--- config.mk ---
export PLATFORM = sky130hd
export DESIGN_NAME = memory_flat
export DESIGN_NICKNAME = d
export VERILOG_FILES = /design/src/rtl/memory_if.sv /design/src/rtl/memory.sv /design/src/flat_wrapper.sv
export SDC_FILE = /design/constraint.sdc
export NUM_CORES = 1
export LEC_CHECK = 0
export BUFFER_PORTS_ARGS = -buffer_cell sky130_fd_sc_hd__buf_4
export CORE_AREA = 8 8 184 186
export DETAILED_ROUTE_END_ITERATION = 12
export DIE_AREA = 0 0 192 194
export PLACE_DENSITY = 0.64
export SLEW_MARGIN = 20
export SYNTH_ARGS = -nofsm -noshare
export SYNTH_HDL_FRONTEND = slang
export SYNTH_SLANG_ARGS = --single-unit
--- constraint.sdc ---
create_clock -name clk -period 4.6 [get_ports clk]
set_input_delay 0.23 -clock clk [delete_from_list [all_inputs] [get_ports clk]]
set_output_delay 0.23 -clock clk [all_outputs]
set_load 0.005 [all_outputs]
--- src/rtl/memory_if.sv ---
// Data bus between the memory stage and the data memory.
// Signals:
//   mem_req   : request strobe from the memory stage
//   mem_write : 1 = store, 0 = load
//   mem_addr  : word-aligned byte address
//   mem_wdata : store data, already replicated across byte lanes
//   mem_wstrb : byte-lane write enables
//   mem_ready : memory accepts/completes the request this cycle
//   mem_rdata : full read word returned with mem_ready
interface memory_if;
    logic        mem_req;
    logic        mem_write;
    logic [31:0] mem_addr;
    logic [31:0] mem_wdata;
    logic [3:0]  mem_wstrb;
    logic        mem_ready;
    logic [31:0] mem_rdata;

    modport master (
        output mem_req, mem_write, mem_addr, mem_wdata, mem_wstrb,
        input  mem_ready, mem_rdata
    );

    modport slave (
        input  mem_req, mem_write, mem_addr, mem_wdata, mem_wstrb,
        output mem_ready, mem_rdata
    );
endinterface

--- src/rtl/memory.sv ---
// Pipeline memory stage: issues loads/stores on the data bus, formats store
// data and load results, and registers the instruction towards writeback.
// Optional feature: define MEM_MISALIGN_TRAP_EN to trap misaligned half/word
// accesses (ecause 4 load, 6 store) instead of ignoring the low address bits.
// Ports:
//   clk, reset          : clock, synchronous active-high reset
//   *_in                : execute-side instruction fields
//   stall_in/invalidate : hold outputs / squash the current instruction
//   stall_out           : asks upstream to hold while the bus is busy
//   data_hazard         : destination of the live instruction in this stage
//   bus                 : data bus (memory_if master)
//   *_out               : registered writeback-side fields
module memory (
    input  logic        clk,
    input  logic        reset,
    input  logic [31:0] pc_in,
    input  logic [31:0] next_pc_in,
    input  logic [31:0] alu_data_in,
    input  logic [31:0] rs2_data_in,
    input  logic [31:0] csr_data_in,
    input  logic        branch_taken_in,
    input  logic        load_in,
    input  logic        store_in,
    input  logic [1:0]  load_store_size_in,
    input  logic        load_signed_in,
    input  logic [1:0]  write_select_in,
    input  logic [5:0]  rd_addr_in,
    input  logic [11:0] csr_addr_in,
    input  logic        mret_in,
    input  logic        wfi_in,
    input  logic        valid_in,
    input  logic [3:0]  ecause_in,
    input  logic        exception_in,
    input  logic        stall_in,
    input  logic        invalidate,
    output logic        stall_out,
    output logic [4:0]  data_hazard,
    memory_if.master    bus,
    output logic [31:0] pc_out,
    output logic [31:0] next_pc_out,
    output logic [31:0] alu_data_out,
    output logic [31:0] csr_data_out,
    output logic [31:0] load_data_out,
    output logic        branch_taken_out,
    output logic [1:0]  write_select_out,
    output logic [5:0]  rd_addr_out,
    output logic [11:0] csr_addr_out,
    output logic        mret_out,
    output logic        wfi_out,
    output logic        valid_out,
    output logic [3:0]  ecause_out,
    output logic        exception_out
);
    localparam int unsigned XLEN = 32;
    localparam int unsigned SW   = 4;

    typedef enum logic {IDLE, WAIT} state_t;

    state_t            r_state, w_state_next;
    logic              r_req_write, r_req_sign, r_kill, r_buf_valid;
    logic [XLEN-1:0]   r_req_addr, r_req_wdata, r_buf_data;
    logic [SW-1:0]     r_req_wstrb;
    logic [1:0]        r_req_size, r_req_off;

    logic              w_mem_op, w_misaligned, w_access, w_bubble;
    logic              w_req, w_req_g, w_done, w_write, w_sign, w_kill;
    logic              w_advance, w_ld_hit;
    logic [1:0]        w_in_off, w_off, w_size;
    logic [XLEN-1:0]   w_st_data, w_addr, w_wdata, w_load_val;
    logic [SW-1:0]     w_st_strb, w_wstrb;

    // Pick the byte/half lane out of a read word and extend it.
    function automatic logic [XLEN-1:0] f_extract(input logic [XLEN-1:0] d,
                                                  input logic [1:0] size,
                                                  input logic sgn,
                                                  input logic [1:0] off);
        logic [7:0]      b;
        logic [15:0]     h;
        logic [XLEN-1:0] res;
        b = d[{off, 3'b000} +: 8];
        h = off[1] ? d[31:16] : d[15:0];
        case (size)
            2'd0:    res = {{24{sgn & b[7]}}, b};
            2'd1:    res = {{16{sgn & h[15]}}, h};
            default: res = d;
        endcase
        return res;
    endfunction

    assign w_mem_op = valid_in && !exception_in && !invalidate && (load_in || store_in);

`ifdef MEM_MISALIGN_TRAP_EN
    assign w_misaligned = w_mem_op &&
        (((load_store_size_in == 2'd1) && alu_data_in[0]) ||
         (load_store_size_in[1] && (alu_data_in[1:0] != 2'b00)));
`else
    assign w_misaligned = 1'b0;
`endif

    assign w_access = w_mem_op && !w_misaligned;

    // Low address bits that matter for the access size; the rest are ignored.
    always_comb begin
        w_in_off  = 2'b00;
        w_st_data = rs2_data_in;
        w_st_strb = 4'b1111;
        case (load_store_size_in)
            2'd0: begin
                w_in_off  = alu_data_in[1:0];
                w_st_data = {4{rs2_data_in[7:0]}};
                w_st_strb = 4'b0001 << alu_data_in[1:0];
            end
            2'd1: begin
                w_in_off  = {alu_data_in[1], 1'b0};
                w_st_data = {2{rs2_data_in[15:0]}};
                w_st_strb = 4'b0011 << {alu_data_in[1], 1'b0};
            end
            default: ;
        endcase
    end

    // Next state and bus drive; WAIT replays the request latched in IDLE.
    always_comb begin
        w_state_next = r_state;
        w_req        = 1'b0;
        w_done       = 1'b0;
        w_write      = store_in;
        w_addr       = {alu_data_in[31:2], 2'b00};
        w_wdata      = w_st_data;
        w_wstrb      = w_st_strb;
        w_size       = load_store_size_in;
        w_sign       = load_signed_in;
        w_off        = w_in_off;
        w_kill       = 1'b0;
        case (r_state)
            IDLE: begin
                if (w_access && !r_buf_valid) begin
                    w_req = 1'b1;
                    if (bus.mem_ready) w_done = 1'b1;
                    else               w_state_next = WAIT;
                end
            end
            WAIT: begin
                w_req   = 1'b1;
                w_write = r_req_write;
                w_addr  = r_req_addr;
                w_wdata = r_req_wdata;
                w_wstrb = r_req_wstrb;
                w_size  = r_req_size;
                w_sign  = r_req_sign;
                w_off   = r_req_off;
                w_kill  = r_kill || invalidate;
                if (bus.mem_ready) begin
                    w_done       = 1'b1;
                    w_state_next = IDLE;
                end
            end
            default: w_state_next = IDLE;
        endcase
    end

    assign w_req_g       = w_req && !reset;
    assign bus.mem_req   = w_req_g;
    assign bus.mem_write = w_req_g && w_write;
    assign bus.mem_addr  = w_addr;
    assign bus.mem_wdata = w_wdata;
    assign bus.mem_wstrb = w_wstrb;
    assign stall_out     = w_req_g && !bus.mem_ready;
    assign data_hazard   = (valid_in && !exception_in && !invalidate) ? rd_addr_in[4:0] : 5'd0;

    assign w_bubble   = !valid_in || invalidate || w_kill;
    assign w_advance  = !stall_in && !(w_req && !bus.mem_ready);
    assign w_load_val = r_buf_valid ? r_buf_data
                                    : f_extract(bus.mem_rdata, w_size, w_sign, w_off);
    assign w_ld_hit   = r_buf_valid || (w_done && !w_write && !w_kill);

    // State, latched request, stalled-result buffer and writeback registers.
    always_ff @(posedge clk) begin
        if (reset) begin
            r_state          <= IDLE;
            r_req_write      <= 1'b0;
            r_req_addr       <= '0;
            r_req_wdata      <= '0;
            r_req_wstrb      <= '0;
            r_req_size       <= '0;
            r_req_sign       <= 1'b0;
            r_req_off        <= '0;
            r_kill           <= 1'b0;
            r_buf_valid      <= 1'b0;
            r_buf_data       <= '0;
            pc_out           <= '0;
            next_pc_out      <= '0;
            alu_data_out     <= '0;
            csr_data_out     <= '0;
            load_data_out    <= '0;
            branch_taken_out <= 1'b0;
            write_select_out <= '0;
            rd_addr_out      <= '0;
            csr_addr_out     <= '0;
            mret_out         <= 1'b0;
            wfi_out          <= 1'b0;
            valid_out        <= 1'b0;
            ecause_out       <= '0;
            exception_out    <= 1'b0;
        end else begin
            r_state <= w_state_next;
            if (r_state == IDLE) begin
                r_req_write <= w_write;
                r_req_addr  <= w_addr;
                r_req_wdata <= w_wdata;
                r_req_wstrb <= w_wstrb;
                r_req_size  <= w_size;
                r_req_sign  <= w_sign;
                r_req_off   <= w_off;
                r_kill      <= 1'b0;
            end else if (invalidate) begin
                r_kill <= 1'b1;
            end

            // A completion that cannot retire yet is parked so the bus is not re-used.
            if (w_done && stall_in && !w_kill) begin
                r_buf_valid <= 1'b1;
                r_buf_data  <= w_write ? '0 : w_load_val;
            end else if (!stall_in || invalidate) begin
                r_buf_valid <= 1'b0;
            end

            if (w_advance) begin
                pc_out           <= pc_in;
                next_pc_out      <= next_pc_in;
                alu_data_out     <= alu_data_in;
                csr_data_out     <= csr_data_in;
                load_data_out    <= w_ld_hit ? w_load_val : '0;
                branch_taken_out <= branch_taken_in;
                write_select_out <= write_select_in;
                rd_addr_out      <= rd_addr_in;
                csr_addr_out     <= csr_addr_in;
                mret_out         <= mret_in;
                wfi_out          <= wfi_in;
                valid_out        <= !w_bubble;
                exception_out    <= !w_bubble && (exception_in || w_misaligned);
                ecause_out       <= w_misaligned ? (load_in ? 4'd4 : 4'd6) : ecause_in;
            end else if (!stall_in) begin
                // Waiting on the bus: hand writeback a bubble meanwhile.
                valid_out     <= 1'b0;
                exception_out <= 1'b0;
            end
        end
    end
endmodule

--- src/flat_wrapper.sv ---
// flat-port wrapper written by rule: the top's interface ports become plain ports
module memory_flat 
  (clk, reset, pc_in, next_pc_in, alu_data_in, rs2_data_in, csr_data_in, branch_taken_in, load_in, store_in, load_store_size_in, load_signed_in, write_select_in, rd_addr_in, csr_addr_in, mret_in, wfi_in, valid_in, ecause_in, exception_in, stall_in, invalidate, stall_out, data_hazard, pc_out, next_pc_out, alu_data_out, csr_data_out, load_data_out, branch_taken_out, write_select_out, rd_addr_out, csr_addr_out, mret_out, wfi_out, valid_out, ecause_out, exception_out, bus_mem_req, bus_mem_write, bus_mem_addr, bus_mem_wdata, bus_mem_wstrb, bus_mem_ready, bus_mem_rdata);
  memory_if bus_i ();
  input  logic clk;
  input  logic reset;
  input  logic [31:0] pc_in;
  input  logic [31:0] next_pc_in;
  input  logic [31:0] alu_data_in;
  input  logic [31:0] rs2_data_in;
  input  logic [31:0] csr_data_in;
  input  logic branch_taken_in;
  input  logic load_in;
  input  logic store_in;
  input  logic [1:0] load_store_size_in;
  input  logic load_signed_in;
  input  logic [1:0] write_select_in;
  input  logic [5:0] rd_addr_in;
  input  logic [11:0] csr_addr_in;
  input  logic mret_in;
  input  logic wfi_in;
  input  logic valid_in;
  input  logic [3:0] ecause_in;
  input  logic exception_in;
  input  logic stall_in;
  input  logic invalidate;
  output logic stall_out;
  output logic [4:0] data_hazard;
  output logic [31:0] pc_out;
  output logic [31:0] next_pc_out;
  output logic [31:0] alu_data_out;
  output logic [31:0] csr_data_out;
  output logic [31:0] load_data_out;
  output logic branch_taken_out;
  output logic [1:0] write_select_out;
  output logic [5:0] rd_addr_out;
  output logic [11:0] csr_addr_out;
  output logic mret_out;
  output logic wfi_out;
  output logic valid_out;
  output logic [3:0] ecause_out;
  output logic exception_out;
  output wire logic [$bits(bus_i.mem_req)-1:0] bus_mem_req;
  output wire logic [$bits(bus_i.mem_write)-1:0] bus_mem_write;
  output wire logic [$bits(bus_i.mem_addr)-1:0] bus_mem_addr;
  output wire logic [$bits(bus_i.mem_wdata)-1:0] bus_mem_wdata;
  output wire logic [$bits(bus_i.mem_wstrb)-1:0] bus_mem_wstrb;
  input wire logic [$bits(bus_i.mem_ready)-1:0] bus_mem_ready;
  input wire logic [$bits(bus_i.mem_rdata)-1:0] bus_mem_rdata;
  assign bus_mem_req = bus_i.mem_req;
  assign bus_mem_write = bus_i.mem_write;
  assign bus_mem_addr = bus_i.mem_addr;
  assign bus_mem_wdata = bus_i.mem_wdata;
  assign bus_mem_wstrb = bus_i.mem_wstrb;
  assign bus_i.mem_ready = bus_mem_ready;
  assign bus_i.mem_rdata = bus_mem_rdata;
  memory u_core (.clk(clk), .reset(reset), .pc_in(pc_in), .next_pc_in(next_pc_in), .alu_data_in(alu_data_in), .rs2_data_in(rs2_data_in), .csr_data_in(csr_data_in), .branch_taken_in(branch_taken_in), .load_in(load_in), .store_in(store_in), .load_store_size_in(load_store_size_in), .load_signed_in(load_signed_in), .write_select_in(write_select_in), .rd_addr_in(rd_addr_in), .csr_addr_in(csr_addr_in), .mret_in(mret_in), .wfi_in(wfi_in), .valid_in(valid_in), .ecause_in(ecause_in), .exception_in(exception_in), .stall_in(stall_in), .invalidate(invalidate), .stall_out(stall_out), .data_hazard(data_hazard), .bus(bus_i), .pc_out(pc_out), .next_pc_out(next_pc_out), .alu_data_out(alu_data_out), .csr_data_out(csr_data_out), .load_data_out(load_data_out), .branch_taken_out(branch_taken_out), .write_select_out(write_select_out), .rd_addr_out(rd_addr_out), .csr_addr_out(csr_addr_out), .mret_out(mret_out), .wfi_out(wfi_out), .valid_out(valid_out), .ecause_out(ecause_out), .exception_out(exception_out));
endmodule
==> qor.yml <==
synth-seq-cells: 298
hold_viol: 0
arrival_ns: 3.16
via_per_inst: 5.08
cts_tree: "done"
antenna_found_initial: 6
ant_nets: 0
vias: 12200
clock-sinks: 298
port_buffers: 495
die_w_microns: 192
cts_buffers: 35
drive_above_1_share_pct: 31.4
use_met1_pct: 27.8
synth_top_cell_by_area: "dfxtp_1"
grt_max_degree: 173
rows: 65
status: "complete, no violations"
cp.required_ns: 4.94
dieArea_sq_um: 37200
grt_first_pass_wirelength_microns: 70300
setup-violations-final: 0
path_class: "flip-flop to flip-flop"
fin_setup_tns_ns: 0
slew_violations: 0
async_reset_ff_share_pct: 0
p_leak_nw: 7.98
fillers: 2709
dr.pass1.iters: 6
synth.yosys.seq_area_share_pct: 50.4
cts_setup_buffers: 0
syn_inst: 1385
drtIter0Drc: 839
grt_use_total_pct: 23.6
worst_setup_path_start_kind: "flip-flop"
cp_max_fo: 48
period_share_pct: 61.2
end_kind: "flip-flop"
htree_levels: 2
synth.distinct_cells: 48
core_sq_um: 31100
synthToLayoutAreaGrowth_pct: 55.6
power_density_nw_per_um2: 351
slew_headroom_pct: 26.8
period_minus_slack_ns: 2.82
grt-ovfl-total: 0
grt_pass1_vias: 11900
p_total_mw: 6.46
place.gp.congestion: 0.858
nets: 2203
r2r_slack_ns: 1.78
rsz0062_at_grt: "no"
synthesis.area_sq_um: 11800
hpwl_microns: 32700
placed_area_sq_um: 15800
synth_edf_count: 0
synth_area_leaders: "dfxtp_1 (50%), nand2_1 (12%), a21oi_1 (8.0%)"
min_path_type: "input pin to flip-flop"
fmaxAchievable_mhz: 355
cts-root-buf: "clkbuf_16"
clk_latency_ns: 0.49
yosysTopAreaCellShare_pct: 50.4
layout_commonest_cell: "buf_4"
grt_use_met2_pct: 39.5
wl_per_cell_microns: 19.7
yosysWarnings: 0
drcViolationCount: 0
fp.dieH_microns: 194
final_cell_mix: "buf_4 (506), nand2_1 (365), dfxtp_1 (296), a21oi_1 (188), dlygate4sd3_1 (149)"
vdd_drop_max_mv: 0.194
routed_wl_microns: 47200
grt.busiest_layer: "met2"
syn_area_per_cell_sq_um: 8.54
tightest_slew_ns: 1.10
syn-num-nets: 1616
initial_core_util_pct: 38.1
skew_ns: 0.0128
synth_flop_cell: "dfxtp_1"
fin_area_sq_um: 18400
io_pins: 496
cts_buffer_depth: 3
path_clk_slew_ns: 0.06
fin_util_pct: 59.2
grt_use_met3_pct: 5.97
drv_cap: 0
registers in the layout (all words and copies together), names as in the netlist, 2 cells and up:
register and cells:
u_core.csr_addr_out 12, u_core.r_req_size 2, u_core.load_data_out 32, u_core.r_req_wdata 32
u_core.r_buf_data 32, u_core.ecause_out 4, u_core.pc_out 32, u_core.csr_data_out 32
u_core.r_req_addr 32, u_core.next_pc_out 32, u_core.alu_data_out 32, u_core.write_select_out 2
u_core.rd_addr_out 6, u_core.r_req_off 2, u_core.r_req_wstrb 4
final cells by class:
cell class,instances,area (sq um),area share (%)
repair buffers,658,5340,29.0
clock buffers,47,1000,5.45
diodes,6,15.0,0.0816
flip-flops and latches,298,5970,32.5
inverters,7,26.3,0.143
clock inverters,10,125,0.680
multi-input cells,972,5410,29.4
well taps,402,503,2.73
per-stage QoR:
step           hold WS [ns]  std cells  setup WS [ns]
2_1_floorplan         0.302       1385           2.33
4_1_cts            0.000607       2394           1.81
3_5_place_dp          0.437       2188           1.76
5_1_grt              0.0129       2400           1.55
6_report             0.0251       2400           1.78
3_3_place_gp          0.426       2188           1.86
synthesized netlist by cell type, types with 2 or more instances:
library cell / count
or2_2: 3
mux2_2: 46
o31ai_4: 2
dfxtp_1: 298
a211oi_1: 9
o31ai_1: 9
buf_2: 12
nor4b_1: 2
a31oi_1: 2
nor2b_1: 85
o22ai_1: 16
inv_1: 7
nor2_1: 38
nand3b_1: 2
and2_1: 8
a21oi_1: 189
mux2i_1: 27
nand2b_1: 7
o21ba_2: 2
buf_1: 6
clkbuf_1: 85
o21bai_1: 17
o21ai_0: 53
buf_4: 2
and3_1: 16
nand2_1: 365
o211ai_1: 16
o21ai_1: 4
buf_6: 3
nor3_1: 5
nand3_1: 2
a32o_1: 31
cell families after synthesis:
family                 count (synthesis)  synth area share (%)
buffers and inverters                115                  4.03
and+or+nand+nor                      539                  20.2
muxes                                 74                  6.85
AOI/OAI and AO/OA                    359                  18.5
DFF                                  298                  50.4
where the power goes:
part	leakage, nW	internal, mW	switching [mW]
combinational	4.96	0.507	0.464
sequential	2.45	2.71	0.0562
clock	0.562	1.69	1.04
path summary, 6_finish.rpt:
path                    startpoint                       end  cells after the start
max                 u_core.r_state  u_core.load_data_out[31]                      7
min                   exception_in      u_core.exception_out                      3
max reg2reg         u_core.r_state  u_core.load_data_out[31]                      7
min reg2reg  u_core.r_buf_data[30]     u_core.r_buf_data[30]                      2
critical path, stage by stage (launching register included):
cell	delay, ns
dfxtp_4	0.66
or3b_4	0.23
and2_1	0.13
buf_4	0.26
mux2i_4	0.36
o31ai_2	0.15
o31ai_4	0.71
o22ai_1	0.14
metal layers:
| metal | wire length [microns] | part of all wire [%] |
|---|---|---|
| met5 | 0 | 0 |
| met2 | 22900 | 48 |
| met1 | 18700 | 40 |
| met3 | 3560 | 7.5 |
| met4 | 2050 | 4.3 |
what timing repair did:
action / 4_1_cts / 5_1_grt
endpoints found under the hold margin: 149 / 0
gates resized for setup: 0 / 0
hold buffers: 149 / 0
Note: power is estimated with default switching activity, not from simulation.
